===== config.mk =====
export PLATFORM = sky130hd
export DESIGN_NAME = count_sched
export DESIGN_NICKNAME = d
export VERILOG_FILES = /design/src/rtl/count_sched.sv
export SDC_FILE = /design/constraint.sdc
export NUM_CORES = 1
export LEC_CHECK = 0
export CAP_MARGIN = 20
export CORE_MARGIN = 1
export CORE_UTILIZATION = 56
export CTS_BUF_LIST = sky130_fd_sc_hd__clkbuf_8
export CTS_CLUSTER_DIAMETER = 120
export DETAILED_ROUTE_END_ITERATION = 6
export PLACE_DENSITY_LB_ADDON = 0.1
export SLEW_MARGIN = 20
export SYNTH_ARGS = -nofsm -noshare
export SYNTH_HDL_FRONTEND = slang
export SYNTH_SLANG_ARGS = --single-unit

===== constraint.sdc =====
create_clock -name clk -period 3.7 [get_ports clk]
set_input_delay 0.74 -clock clk [delete_from_list [all_inputs] [get_ports clk]]
set_output_delay 0.74 -clock clk [all_outputs]
set_load 0.005 [all_outputs]

===== src/rtl/count_sched.sv =====
// count_sched: round-robin scheduler sharing one count pulse-counter among N_REQ requesters
module count_sched #(
  parameter int N_REQ = 4,
  parameter int W = 4,
  parameter int TIMEOUT = 255
) (
  input  logic                       clk,
  input  logic                       rst,
  input  logic [N_REQ-1:0]           req_valid,
  input  logic [N_REQ*W-1:0]         req_pulsos,
  output logic [N_REQ-1:0]           req_ready,
  output logic [N_REQ-1:0]           done,
  output logic [N_REQ-1:0]           err,
  output logic                       cnt_iniciar,
  output logic [W-1:0]               cnt_pulsos,
  input  logic                       cnt_pronto,
  output logic                       busy,
  output logic [$clog2(N_REQ)-1:0]   grant_id
);
  localparam int IW = $clog2(N_REQ);
  typedef enum logic [2:0] {IDLE, LAUNCH, BUSY, FINISH, ABORT, RELEASE} state_t;
  state_t state, nxt;
  logic [IW-1:0] job_id, last_grant, win, idx;
  logic [W-1:0] job_pulsos, win_pulsos;
  logic [15:0] tcnt;
  logic found, take;
  // search for the first valid requester after the last winner, wrapping around
  always_comb begin
    win = last_grant;
    idx = '0;
    found = 1'b0;
    for (int k = 1; k <= N_REQ; k++) begin
      idx = IW'((int'(last_grant) + k) % N_REQ);
      if (!found && req_valid[idx]) begin
        found = 1'b1;
        win = idx;
      end
    end
  end
  assign win_pulsos = req_pulsos[int'(win)*W +: W];
  assign take = rst && state == IDLE && !cnt_pronto && found;
  // state register
  always_ff @(posedge clk or negedge rst)
    if (!rst) state <= IDLE;
    else state <= nxt;
  // job latch, arbitration pointer and timeout counter
  always_ff @(posedge clk or negedge rst)
    if (!rst) begin
      job_id <= '0;
      job_pulsos <= '0;
      last_grant <= IW'(N_REQ - 1);
      tcnt <= '0;
    end else begin
      if (take) begin
        job_id <= win;
        job_pulsos <= win_pulsos;
        last_grant <= win;
      end
      if (state == LAUNCH) tcnt <= '0;
      else if (state == BUSY) tcnt <= tcnt + 16'd1;
    end
  // next state; a zero-pulse job never launched count so it skips the RELEASE wait
  always_comb begin
    nxt = state;
    case (state)
      IDLE:    nxt = take ? (win_pulsos == '0 ? FINISH : LAUNCH) : IDLE;
      LAUNCH:  nxt = BUSY;
      BUSY:    nxt = cnt_pronto ? FINISH : (tcnt + 16'd1 == 16'(TIMEOUT)) ? ABORT : BUSY;
      FINISH:  nxt = (job_pulsos == '0 && !cnt_pronto) ? IDLE : RELEASE;
      ABORT:   nxt = RELEASE;
      RELEASE: nxt = cnt_pronto ? RELEASE : IDLE;
      default: nxt = IDLE;
    endcase
  end
  assign req_ready = take ? N_REQ'(1) << win : '0;
  assign done = state == FINISH ? N_REQ'(1) << job_id : '0;
  assign err = state == ABORT ? N_REQ'(1) << job_id : '0;
  assign cnt_iniciar = state == LAUNCH;
  assign cnt_pulsos = state == IDLE ? '0 : job_pulsos;
  assign busy = state != IDLE;
  assign grant_id = job_id;
endmodule


==> summary.md <==
- Setup crit end kind: primary output
- data arrival time of the critical path: 2.71 ns
- Mapped Nets: 254
- Die Span X: 60.83 µm
- sequential cell area fraction in the yosys report: 34.99%
- number of violations of the max-capacitance limit: 0
- hold path startpoint: tcnt[6]$_DFFE_PN0P_
- average wire length per cell after detail routing: 14.59 µm
- count of vias placed by the detailed router: 1885
- area fraction of the dominant cell type after synthesis: 32.28%
- most heavily used metal layer in global routing: met2
- post-route clock skew: 0.002809 ns
- TritonCTS clock tree: yes
- met2 track utilization from global routing: 42.39%
- Fin Setup TNS: 0 ns
- FF-to-FF End: state[2]$_DFF_PN0_
- Post-route DRC: 0
- number of buffers added by the clock tree synthesis step: 3
- final routed wirelength across all metal layers: 4.537 mm
- number of detailed-route iterations in the first pass: 4
- top achievable clock speed: 0.2903 GHz
- remaining antenna violation count after routing: 0
- classification of the worst-slack hold path: register to register
- GR Util All Layers: 27.36%
- synthesized instance count: 229
- first element of the critical path: req_valid[3]
- Synth Register Bits: 27
- required time at the worst-slack endpoint: 2.96 ns
- min cycle time layout: 3.445 ns
- LEAKAGE: 0.9840 nW
- number of DRC markers after the initial detailed-route iteration: 160
- # nets final: 293
- global-route wire length before repair: 7.410 mm
- number of max-slew violations in the final report: 0
- mapped cell area: 1938 µm²
- most used standard cell by instance count after synthesis: sky130_fd_sc_hd__nor2_1
- worst-case setup slack after placement: 0.08867 ns
- number of global-route vias before repair: 1626
- final weighted congestion in routability-driven placement: 0.8211
- number of rows created at floorplan: 20
- run status: complete, no violations
- diode insertion count for antenna repair: 0
- vias per inst: 6.061
- CORE AREA: 3178 µm²
- Synthesis Warnings: 0
- maximum buffer depth of the clock tree: 2
- Cell variety after synth: 55
- max_slew headroom: 33.29%
- antenna violations before repair: 0
- type of the worst setup path: input pin to primary output
- Hold Path Stages: 1
- clock transition time at the flip-flop clock pins of the worst setup and hold paths: 0.08 ns
- clk sink count: 27
- library cell with the largest summed area after synthesis: sky130_fd_sc_hd__dfrtp_1
- Die Span Y: 60.83 µm
- post-route worst setup slack: 0.2547 ns
- total setup violations reported at the end of the flow: 0
- clk root buf: sky130_fd_sc_hd__clkbuf_8
- share of post-route cells with drive strength above 1: 9.363%
- synthesized area divided by synthesized cell count: 8.463 µm²
- biggest fanout along the worst timing path: 10
- total grt overflow: 0
- area growth from synthesis to final layout: 25.37%
- fraction of the core area covered by cells at the end of the flow: 76.46%
- met3 capacity usage during global routing: 5.970%
- final worst-path cycle share: 93.12%
- crit start category: input pin
- worst vdd rail ir drop: 0.3558 mV
- reg-to-reg critical path startpoint: tcnt[0]$_DFFE_PN0P_
- num ports: 43
- worst reg-to-reg setup slack: 1.33 ns
- PortBufs: 42
- HPWL after detailed placement: 3.392 mm
- worst slew pin tran: 0.9970 ns
- predominant post-synthesis flop cell: sky130_fd_sc_hd__dfrtp_1
- met1 Track Usage GR: 37.20%
- unrepaired setup endpoints after global routing: no
- final hold viol count: 0
- Die Area: 3700 µm²
- starting utilization of the core area: 60.98%
- Commonest cells post-synth: sky130_fd_sc_hd__nor2_1 (32), sky130_fd_sc_hd__dfrtp_1 (25), sky130_fd_sc_hd__nand2_1 (20), sky130_fd_sc_hd__o21ai_0 (19), sky130_fd_sc_hd__a21oi_1 (13)
- count of flip-flops with a built-in enable after synthesis: 0
- power density relative to cell area: 583.2 nW/µm²
- pin count of the biggest net entering global routing: 28
- H-tree levels: 1
- insertion delay of the later-clocked pin in the worst-skew pair: 0.28 ns
- worst reg-to-reg path cell count: 7
- Area contributors post-synth: sky130_fd_sc_hd__dfrtp_1 (32%), sky130_fd_sc_hd__nor2_1 (6.2%), sky130_fd_sc_hd__mux2i_1 (5.2%), sky130_fd_sc_hd__o21ai_0 (4.9%), sky130_fd_sc_hd__nand2_1 (3.9%)
- hold endpoint: tcnt[6]$_DFFE_PN0P_
- setup fix buffers added after clock tree synthesis: 0
- share of flip-flops with an asynchronous set or reset: 100.0%
registers in the layout, summed over array words and instances, names as in the netlist:
| name | flops |
|---|---|
| job_pulsos | 4 |
| tcnt | 16 |
| last_grant | 2 |
| state | 3 |
| grant_id | 2 |
kinds of logic after synthesis:
logic type	count (synthesis)	synth area share (%)
AO/OA/AOI/OAI	64	20.46
XOR/XNOR	5	2.259
adder cells (fa/ha/maj)	2	1.291
buffers and inverters	15	3.873
flip-flops	27	34.99
multiplexers	13	6.908
AND/OR/NAND/NOR	103	30.21
layout make-up:
type	instances	area, µm²
Tap cell	44	55.05
Multi-Input combinational cell	187	1194
Timing Repair Buffer	45	442.9
Clock buffer	3	41.29
Inverter	4	15.01
Clock inverter	1	3.754
Fill cell	259	748.2
Sequential cell	27	678.2
worst max path at each step:
| stage | end | cells after the start |
|---|---|---|
| 2_1_floorplan | req_ready[2] | 4 |
| 3_3_place_gp | req_ready[1] | 6 |
| 3_5_place_dp | req_ready[1] | 6 |
| 4_1_cts | req_ready[1] | 6 |
| 5_1_grt | req_ready[3] | 5 |
| 6_report | req_ready[3] | 5 |
routing by layer:
layer	up-vias	part of all wire (%)
li1	916	-
met1	903	47
met2	55	46
met3	11	5.2
met4	0	1.8
met5	-	0
where the power goes:
| group | total, W | internal, W | switching (W) |
|---|---|---|---|
| registers | 0.000473 | 0.000377 | 0.0000963 |
| clock network | 0.000166 | 0.0000747 | 0.0000917 |
| logic | 0.000777 | 0.000372 | 0.000406 |
| total | 0.00142 | 0.000823 | 0.000594 |
per-stage QoR:
stage	hold WS, ns	cells	area [µm²]	total power, W
final	0.4946	311	2430	0.001417
after global routing	0.5205	311	2430	0.001527
after CTS	0.5063	311	2421	0.001410
after detailed placement	0.4945	307	2376	0.001244
after global placement	0.4808	307	2376	0.001230
after floorplan	0.4444	229	1938	0.0009634
worst max-delay path, cell delays in order:
cell and delay, ns:
sky130_fd_sc_hd__clkdlybuf4s50_1 0.55, sky130_fd_sc_hd__and3b_1 0.25, sky130_fd_sc_hd__o31a_1 0.42, sky130_fd_sc_hd__and3_1 0.24, sky130_fd_sc_hd__clkdlybuf4s50_1 0.50
cells in the final DEF, fill, tap and decap left out, types with 3 or more instances in the layout:
master | Yosys | routed
sky130_fd_sc_hd__mux2_2 | 3 | 3
sky130_fd_sc_hd__mux2i_1 | 10 | 10
sky130_fd_sc_hd__nand2_1 | 20 | 20
sky130_fd_sc_hd__and3_1 | 5 | 5
sky130_fd_sc_hd__a21oi_1 | 13 | 13
sky130_fd_sc_hd__nand2b_1 | 5 | 5
sky130_fd_sc_hd__a211oi_1 | 3 | 3
sky130_fd_sc_hd__nand4_1 | 4 | 4
sky130_fd_sc_hd__nor3_1 | 5 | 5
sky130_fd_sc_hd__or3_4 | 3 | 3
sky130_fd_sc_hd__nand3_1 | 6 | 6
sky130_fd_sc_hd__a31oi_1 | 6 | 6
sky130_fd_sc_hd__inv_1 | 3 | 4
sky130_fd_sc_hd__xnor2_1 | 4 | 4
sky130_fd_sc_hd__o31ai_1 | 3 | 3
sky130_fd_sc_hd__nor2_1 | 32 | 32
sky130_fd_sc_hd__clkdlybuf4s50_1 | 0 | 42
sky130_fd_sc_hd__nor2b_1 | 4 | 4
sky130_fd_sc_hd__clkbuf_8 | 0 | 3
sky130_fd_sc_hd__o21ai_0 | 19 | 19
sky130_fd_sc_hd__dfrtp_1 | 25 | 25
sky130_fd_sc_hd__o21ai_1 | 7 | 7
sky130_fd_sc_hd__buf_4 | 2 | 3
repair_timing:
item | CTS | global route
setup endpoints to repair | 0 | 1
hold buffers | 0 | 0
gates resized for setup | 0 | 1
Power figures use the tool's default switching activity.
